--- src/rtl/uart8_tx_feeder.sv ---
// uart8_tx_feeder: FIFO-buffered byte feeder driving a Uart8 transmitter through a level start/busy handshake
//   clk, reset                          : board clock, asynchronous active-high reset
//   en, inValid, inData, inReady        : byte input stream (valid/ready); en allows draining to the transmitter
//   count, active, timeoutErr           : bytes queued, byte in flight, sticky start-timeout flag
//   txEn, txStart, txIn, txBusy, txDone : Uart8 transmit port
module uart8_tx_feeder #(
  parameter int FIFO_ADDR_WIDTH = 4,
  parameter int START_TIMEOUT = 65535
) (
  input  logic                     clk,
  input  logic                     reset,
  input  logic                     en,
  input  logic                     inValid,
  input  logic [7:0]               inData,
  output logic                     inReady,
  output logic [FIFO_ADDR_WIDTH:0] count,
  output logic                     active,
  output logic                     timeoutErr,
  output logic                     txEn,
  output logic                     txStart,
  output logic [7:0]               txIn,
  input  logic                     txBusy,
  input  logic                     txDone
);
  localparam int W = FIFO_ADDR_WIDTH;
  localparam int TW = $clog2(START_TIMEOUT + 1);
  localparam logic [TW-1:0] TMAX = TW'(START_TIMEOUT - 1);
  localparam logic [W:0] FULL = {1'b1, {W{1'b0}}};
  localparam logic [1:0] IDLE = 2'd0, START = 2'd1, WAIT = 2'd2, GAP = 2'd3;
  logic [7:0] r_mem [2**W];
  logic [W:0] r_wptr, r_rptr, r_count, w_wptr_n, w_rptr_n;
  logic [1:0] r_state, w_state_n;
  logic [TW-1:0] r_tmo;
  logic [7:0] r_txin;
  logic r_ready, r_busy_m, r_busy_s, r_err;
  logic w_empty, w_push, w_pop, w_timeout, w_active, w_unused;
  assign w_unused = txDone;
  assign w_empty = r_wptr == r_rptr;
  assign w_push = inValid & r_ready;
  assign w_pop = (r_state == IDLE) & en & !w_empty;
  assign w_wptr_n = r_wptr + (W+1)'(w_push);
  assign w_rptr_n = r_rptr + (W+1)'(w_pop);
  assign w_timeout = r_tmo == TMAX;
  // busy is checked before the timeout so a late accept still wins on the last START cycle
  assign w_state_n = r_state == IDLE  ? (w_pop ? START : IDLE) :
                     r_state == START ? (r_busy_s ? WAIT : w_timeout ? IDLE : START) :
                     r_state == WAIT  ? (r_busy_s ? WAIT : GAP) : IDLE;
  assign w_active = r_state != IDLE;
  always_ff @(posedge clk)
    if (w_push) r_mem[r_wptr[W-1:0]] <= inData;
  always_ff @(posedge clk or posedge reset)
    if (reset) begin
      r_wptr <= '0;
      r_rptr <= '0;
      r_count <= '0;
      r_ready <= 1'b0;
      r_busy_m <= 1'b0;
      r_busy_s <= 1'b0;
      r_state <= IDLE;
      r_tmo <= '0;
      r_err <= 1'b0;
      r_txin <= 8'h00;
    end else begin
      r_wptr <= w_wptr_n;
      r_rptr <= w_rptr_n;
      r_count <= w_wptr_n - w_rptr_n;
      // ready is computed from the next pointers so it never lags a fill
      r_ready <= (w_wptr_n ^ w_rptr_n) != FULL;
      r_busy_m <= txBusy;
      r_busy_s <= r_busy_m;
      r_state <= w_state_n;
      r_tmo <= r_state == START ? r_tmo + TW'(1) : '0;
      r_err <= r_err | ((r_state == START) & !r_busy_s & w_timeout);
      r_txin <= w_pop ? r_mem[r_rptr[W-1:0]] : r_txin;
    end
  assign inReady = r_ready;
  assign count = r_count;
  assign active = w_active;
  assign timeoutErr = r_err;
  assign txEn = en | w_active;
  assign txStart = r_state == START;
  assign txIn = r_txin;
endmodule

--- config.mk ---
export PLATFORM = sky130hd
export DESIGN_NAME = uart8_tx_feeder
export DESIGN_NICKNAME = d
export VERILOG_FILES = /design/src/rtl/uart8_tx_feeder.sv
export SDC_FILE = /design/constraint.sdc
export NUM_CORES = 1
export LEC_CHECK = 0
export CELL_PAD_IN_SITES_DETAIL_PLACEMENT = 2
export CELL_PAD_IN_SITES_GLOBAL_PLACEMENT = 2
export CORE_UTILIZATION = 45
export CTS_CLUSTER_SIZE = 25
export DETAILED_ROUTE_END_ITERATION = 10
export PLACE_DENSITY_LB_ADDON = 0.1
export SLEW_MARGIN = 20
export SYNTH_ARGS = -nofsm -noshare
export SYNTH_HDL_FRONTEND = slang
export SYNTH_SLANG_ARGS = --single-unit
--- constraint.sdc ---
create_clock -name clk -period 4.1 [get_ports clk]
set_input_delay 0.615 -clock clk [delete_from_list [all_inputs] [get_ports clk]]
set_output_delay 0.615 -clock clk [all_outputs]
set_load 0.01 [all_outputs]
==> results of run 1 <==
## placed cells by master, fill, tap and decap left out, types with 2 or more instances in the layout
master / Yosys / layout
ha_1: 8 / 8
xor2_1: 15 / 15
inv_1: 12 / 11
o21ai_0: 3 / 3
clkdlybuf4s50_1: 0 / 30
a21oi_1: 18 / 18
nand3b_1: 2 / 2
a221oi_1: 4 / 4
dfrtp_2: 0 / 2
or3_1: 3 / 3
inv_6: 0 / 5
nand2b_1: 3 / 3
nand3_1: 11 / 11
nand4_1: 3 / 3
a31oi_1: 8 / 8
and3_1: 2 / 2
mux2i_1: 16 / 16
nor3_2: 1 / 3
nand2_1: 35 / 35
edfxtp_1: 128 / 128
nor2b_1: 4 / 4
mux4_2: 20 / 20
clkbuf_16: 0 / 17
nor2_1: 42 / 42
mux4_1: 4 / 4
bufinv_16: 0 / 2
clkinv_2: 0 / 2
dfrtp_1: 45 / 43
and4_1: 3 / 3
buf_4: 4 / 6
clkinvlp_4: 0 / 4
xnor2_1: 13 / 13
o21ai_1: 4 / 4
nor3_1: 7 / 5
## per-layer routing
metal	global-route usage (%)	part of all wire, %	wire length [um]	up-vias
met2	40.2	52	8900	57
met3	4.73	2.7	473	19
li1	-	-	-	1737
met1	29.6	44	7510	2089
met4	8.86	2.1	367	0
met5	0	0	0	-
## per-stage QoR
stage | worst slack (ps) | instances | utilization, % | area [um^2]
after CTS | 989 | 705 | 53.3 | 8160
after floorplan | 1140 | 448 | - | 7100
after global placement | 879 | 673 | 49.4 | 7570
after global routing | 817 | 705 | 53.3 | 8160
final | 1020 | 705 | 53.3 | 8160
after detailed placement | 828 | 673 | 49.4 | 7570
## cell type report
type                            count  share of cell area, %
Tap cell                          211                   3.24
Sequential cell                   173                   60.9
Clock inverter                     14                   1.95
Timing Repair Buffer               36                   4.23
Clock buffer                       18                   5.26
Multi-Input combinational cell    240                   23.8
Inverter                           13                  0.613
## flip-flops by register name, summed over array words and instances, names as in the netlist
name,flops
r_busy_m,1
timeoutErr,1
txIn,8
r_rptr,5
r_busy_s,1
r_tmo,16
count,5
r_mem,128
r_wptr,5
inReady,1
r_state,2
## kinds of logic (layout without fill, tap and decap cells)
kind of cell	count (synthesis)	after routing	synth area share, %
AO/OA/AOI/OAI	41	41	3.68
buffers and inverters	35	81	2.78
XOR/XNOR	29	29	3.84
multiplexers	40	40	10.1
flip-flops	173	173	70.0
adder cells (fa/ha/maj)	9	9	1.57
AND/OR/NAND/NOR	121	121	8.02
## worst paths after layout
path	to	cells past startpoint	start	slack (ps)
worst max register to register	count[4]	11	r_wptr[1]	1020
worst min-delay path	r_busy_s	0	r_busy_m	360
min in group asynchronous	r_rptr[3]	2	reset	650
worst min register to register	r_busy_s	0	r_busy_m	360
max in group asynchronous	r_rptr[2]	2	reset	2920
worst max-delay path	count[4]	11	r_wptr[1]	1020
## synthesized netlist by cell type, types with 8 or more instances
| cell | instances | area share, % |
|---|---|---|
| a21oi_1 | 18 | 1.3 |
| inv_1 | 12 | 0.63 |
| nand3_1 | 11 | 0.78 |
| a31oi_1 | 8 | 0.71 |
| nor2_1 | 42 | 2.2 |
| dfrtp_1 | 45 | 16 |
| xnor2_1 | 13 | 1.6 |
| ha_1 | 8 | 1.4 |
| xor2_1 | 15 | 1.9 |
| nand2_1 | 35 | 1.9 |
| buf_2 | 9 | 0.63 |
| mux4_2 | 20 | 6.3 |
| mux2i_1 | 16 | 2.3 |
| edfxtp_1 | 128 | 54 |
## power by group through the flow
| stage | clock (mW) | combinational [mW] | sequential, mW |
|---|---|---|---|
| 2_1_floorplan | 0 | 1.44 | 2.32 |
| 3_3_place_gp | 0 | 1.95 | 2.36 |
| 3_5_place_dp | 0 | 2.02 | 2.40 |
| 4_1_cts | 1.66 | 2.05 | 2.37 |
| 5_1_grt | 1.70 | 2.20 | 2.39 |
| 6_report | 1.63 | 2.00 | 2.36 |
==> qor.csv, run 1 <==
stage,metric,value,unit
status,outcome,"finished, final reports clean",
setup_path,cp_slowest_cell,dfrtp_1,
setup_path,endpoint_kind,register,
route,drtAntennaViolNets,0,
cts,cts_root_buffer,clkbuf_16,
logic_synthesis,synth-edff-count,128,
power_and_ir_drop,combinationalPowerShare,33.4,%
power_and_ir_drop,p_clk_share,27.2,%
grt,gr-total-overflow,0,
power_and_ir_drop,p_total,5.99,mW
die,io_pins,32,
power_and_ir_drop,powerDensity,734,nW/um^2
logic_synthesis,synthesis.nets,470,
cells_and_area,multiInputGateArea,1940,um^2
run,maxCapViolations,0,
grt,grt_max_degree,46,
cts,cts.sinks,173,
cells_and_area,layout-drive-gt1-share,14.0,%
die,dieArea,16300,um^2
die,rows,45,
logic_synthesis,syn_inst,448,
placement,place.gp.congestion,0.704,
cts,clk_latency,440,ps
setup_path,crit_required,4420,ps
cells_and_area,finalNetCount,503,
logic_synthesis,syn-cell-area,7100,um^2
cts,tritoncts,built,
sta,setup_viol,0,
sta,finalClockSkew,12.2,ps
grt,antenna_found_initial,0,
setup_path,crit_family,adder cells,
die,die_w,128,um
sta,hold_ws,358,ps
route,drt_iter0_markers,240,
logic_synthesis,ys_types,44,
cts,clk_pin_slew_worst_paths,70,ps
cts,cts_buffers,17,
cells_and_area,n_antenna_cell,0,
route,vias,3902,
grt,grt_first_pass_wirelength,26700,um
sta,min_period,3080,ps
power_and_ir_drop,netSwitchingFraction,34.4,%
sta,slew-limit-headroom,40.3,%
sta,finalHoldViolations,0,
route,drtPass1Iterations,5,
die,core_area,15300,um^2
grt,grt_use_total,23.5,%
power_and_ir_drop,intPower,3.93,mW
cts,cts_buffer_depth,2,
sta,rsz0062_at_grt,false,
logic_synthesis,yosysSeqAreaShare,70.0,%
cells_and_area,syn_to_final_growth,15.0,%
setup_path,startpoint_type,register,
grt,grt_pass1_vias,4383,
die,start_util,46.3,%
cts,htree_levels,4,
sta,slew_viol_final,0,
setup_path,critical-path-max-stage-delay,540,ps
logic_synthesis,synth.avg_cell_area,15.8,um^2
power_and_ir_drop,p_leak,2.89,nW
cts,cts_hold_buf,0,
cts,post_cts_resized,0,
route,drt_wl_total,17300,um
logic_synthesis,synthArstFlopShare,26.0,%
die,die_h,128,um
hold_path,hp-class,reg2reg,
setup_path,critPathBufInv,0,
route,viasPerCell,5.53,
setup_path,critPathMaxFanout,10,
power_and_ir_drop,p_sw,2.06,mW
cells_and_area,n_fill_cell,1397,
sta,setup-tns-final,0,ps
logic_synthesis,ys.flop_type,edfxtp_1,
route,drc,0,
setup_path,crit_path_frequent_cell,ha_1,
logic_synthesis,ys_ff_latch,173,
sta,finalCritPeriodShare,75.2,%
setup_path,crit_type,reg2reg,
placement,hpwlAfterDp,10900,um
power_and_ir_drop,ir_drop,0.000453,V
cells_and_area,area.sequential,4970,um^2
logic_synthesis,yosys_warnings,0,
setup_path,crit_chain,"xor2_1, nor3_2, a311oi_4, ha_1, ha_1, xnor2_1, ha_1, a21oi_1, a21oi_1, maj3_2, xnor2_1",
cts,cts_setup_buffers,0,
sta,worst_pin_slew,893,ps
sta,fmax,324,MHz
setup_path,cp.arrival,3400,ps
route,wire_per_inst,24.5,um
power_and_ir_drop,seqPwrFrac,39.4,%
placement,io_buffer_count,30,
Note: power is estimated with default switching activity, not from simulation.
==> run 2, diff against run 1 <==
==> constraint.sdc (replaced) <==
create_clock -name clk -period 3.2 [get_ports clk]
set_input_delay 0.48 -clock clk [delete_from_list [all_inputs] [get_ports clk]]
set_output_delay 0.48 -clock clk [all_outputs]
set_load 0.01 [all_outputs]
==> run 2 against run 1 <==
  * First-iteration DRC count is 0.83% higher
  * Clock-buffer cell count stayed put
  * Sequential power is 26% higher
  * Register-to-register slack worse by 750 ps
  * Maximum frequency is 5.3% higher
  * Die area stayed put
  * Sequential share of layout area is 0.87 points lower
  * Wire length is 1.1% higher
  * Highest routed layer unchanged
==> qor.csv, run 2 (synthesized netlist as in run 1, its figures left out) <==
stage,metric,value,unit,change
status,outcome,"finished, final reports clean",,unchanged
cts,htree_levels,4,,unchanged
sta,fmax,342,MHz,was 324 MHz
grt,grt_use_total,23.5,%,about the same
run,maxCapViolations,0,,unchanged
grt,grt_first_pass_wirelength,26900,um,was 26700 um
route,wire_per_inst,24.1,um,was 24.5 um
cells_and_area,finalNetCount,520,,was 503
power_and_ir_drop,ir_drop,0.000446,V,was 0.000453 V
cts,tritoncts,built,,unchanged
power_and_ir_drop,combinationalPowerShare,35.0,%,was 33.4%
cells_and_area,layout.cells.most_common,edfxtp_1,,unchanged
power_and_ir_drop,intPower,5.10,mW,was 3.93 mW
cts,cts_setup_buffers,0,,unchanged
grt,grt_pass1_vias,4375,,was 4383
cells_and_area,n_antenna_cell,0,,unchanged
cells_and_area,layout-drive-gt1-share,16.4,%,was 14.0%
cts,cts_hold_buf,0,,unchanged
cells_and_area,final_cell_mix,"128 x edfxtp_1, 43 x dfrtp_1, 42 x nor2_1",,unchanged
sta,finalHoldViolations,0,,unchanged
die,die_h,128,um,unchanged
cells_and_area,area.sequential,4970,um^2,unchanged
power_and_ir_drop,p_sw,2.67,mW,was 2.06 mW
power_and_ir_drop,p_clk_share,26.6,%,was 27.2%
setup_path,worstReg2RegEnd,count[4],,unchanged
setup_path,reg2reg_depth,11,,unchanged
placement,place.gp.congestion,0.711,,was 0.704
sta,setup_viol,0,,unchanged
route,drtAntennaViolNets,0,,unchanged
route,drc,0,,unchanged
cells_and_area,n_fill_cell,1377,,was 1397
die,die_w,128,um,unchanged
setup_path,startpoint_type,register,,unchanged
cts,clk_pin_slew_worst_paths,70,ps,about the same
hold_path,hp-class,reg2reg,,unchanged
sta,min_period,2930,ps,was 3080 ps
cts,post_cts_resized,0,,unchanged
cts,cts_root_buffer,clkbuf_16,,unchanged
power_and_ir_drop,netSwitchingFraction,34.3,%,was 34.4%
route,drt_iter0_markers,242,,was 240
setup_path,crit_required,3510,ps,was 4420 ps
sta,setup_slack,272,ps,was 1020 ps
setup_path,crit_type,reg2reg,,unchanged
power_and_ir_drop,powerDensity,939,nW/um^2,was 734 nW/um^2
die,core_area,15300,um^2,unchanged
grt,grt_max_degree,46,,unchanged
route,drt_wl_total,17400,um,was 17300 um
sta,rsz0062_at_grt,false,,unchanged
cells_and_area,syn_to_final_growth,16.6,%,was 15.0%
setup_path,regToRegStartpoint,r_wptr[3],,was r_wptr[1]
die,rows,45,,unchanged
setup_path,r2r_setup_slack,270,ps,was 1020 ps
cells_and_area,fin_util,54.1,%,was 53.3%
route,drtPass1Iterations,4,,was 5
die,dieArea,16300,um^2,unchanged
sta,setup-tns-final,0,ps,unchanged
cts,clk_latency,430,ps,was 440 ps
sta,finalCritPeriodShare,91.5,%,was 75.2%
power_and_ir_drop,seqPwrFrac,38.3,%,was 39.4%
placement,hpwlAfterDp,11300,um,was 10900 um
cts,cts_buffer_depth,2,,unchanged
setup_path,crit_path_end,count[4],,unchanged
cells_and_area,multiInputGateArea,1930,um^2,was 1940 um^2
sta,slew-limit-headroom,42.9,%,was 40.3%
setup_path,critPathMaxFanout,7,,was 10
sta,worst_pin_slew,856,ps,was 893 ps
grt,antenna_found_initial,0,,unchanged
cts,cts.sinks,173,,unchanged
setup_path,endpoint_kind,register,,unchanged
cells_and_area,largest_reg_flops,128,,unchanged
grt,gr-total-overflow,0,,unchanged
placement,io_buffer_count,30,,unchanged
setup_path,startpoint,r_wptr[3],,was r_wptr[1]
route,vias,3937,,was 3902
cts,cts_buffers,17,,unchanged
route,viasPerCell,5.45,,was 5.53
setup_path,cp.arrival,3240,ps,was 3400 ps
die,io_pins,32,,unchanged
placement,place_ws,50.9,ps,was 828 ps
sta,slew_viol_final,0,,unchanged
sta,finalClockSkew,12.7,ps,was 12.2 ps
power_and_ir_drop,p_leak,2.98,nW,was 2.89 nW
hold_path,worstHoldStart,r_busy_m,,unchanged
die,start_util,46.3,%,unchanged
[run 2: changes by cell type in the layout (fill, tap and decap cells not counted)]
cell	change
inv_6	-1
buf_4	+17
nor3_2	-2
clkinv_2	+1
clkinvlp_4	-1
nor3_1	+2
inv_8	+1
[run 2: worst min-delay path by stage]
| stage | endpoint | slack [ps] | cells past startpoint |
|---|---|---|---|
| 3_3_place_gp | r_busy_s | 330 | 0 |
| 3_5_place_dp | r_busy_s | 340 | 0 |
| 2_1_floorplan | r_busy_s | 330 | 0 |
| 6_report | r_busy_s | 360 | 0 |
| 5_1_grt | r_busy_s | 370 | 0 |
| 4_1_cts | r_busy_s | 360 | 0 |
[run 2: metrics by stage]
stage,instances,instance area (um^2),hold WS [ps],power [mW]
after global routing,722,8280,371,8.17
after CTS,722,8280,360,7.88
after global placement,690,7690,335,5.60
after floorplan,448,7100,331,4.81
final,722,8280,362,7.77
after detailed placement,690,7690,339,5.76
[run 2: final cells by class]
class / count / share of cell area, %
clock inverter: 14 / 1.92
sequential: 173 / 60.1
tap: 211 / 3.19
clock buffer: 18 / 5.18
inverter: 13 / 0.605
multi-input combinational: 240 / 23.3
timing repair buffer: 53 / 5.71
[run 2: metal layers]
layer	wire (um)	GRT usage (%)	share of wire [%]	vias up
met5	0	0	0	-
met4	238	7.34	1.4	0
met3	500	3.98	2.9	16
li1	-	-	-	1768
met2	9080	40.4	52	64
met1	7620	30.6	44	2089
[run 2: power by group through the flow]
stage | sequential, mW | clock (mW) | combinational (mW)
after floorplan | 2.97 | 0 | 1.84
after global placement | 2.98 | 0 | 2.62
after detailed placement | 3.03 | 0 | 2.73
after CTS | 2.99 | 2.11 | 2.78
after global routing | 3.02 | 2.18 | 2.98
final | 2.98 | 2.07 | 2.72
[run 2: critical path: stages (launching register included)]
cell and delay [ps]:
dfrtp_1 480, xor2_1 210, nor3_2 230, a311oi_4 130
ha_1 260, ha_1 390, xnor2_1 190, ha_1 210
a21oi_1 180, a21oi_1 100, maj3_2 320, xnor2_1 120
==> run 3, diff against run 2 <==
--- a/config.mk
+++ b/config.mk
@@ -10,6 +10,7 @@
 export CORE_UTILIZATION = 45
 export CTS_CLUSTER_SIZE = 25
 export DETAILED_ROUTE_END_ITERATION = 10
+export GPL_ROUTABILITY_DRIVEN = 0
 export PLACE_DENSITY_LB_ADDON = 0.1
 export SLEW_MARGIN = 20
 export SYNTH_ARGS = -nofsm -noshare
==> results of run 3 <==
Final layout, timing and power as in run 2 (identical DEF).
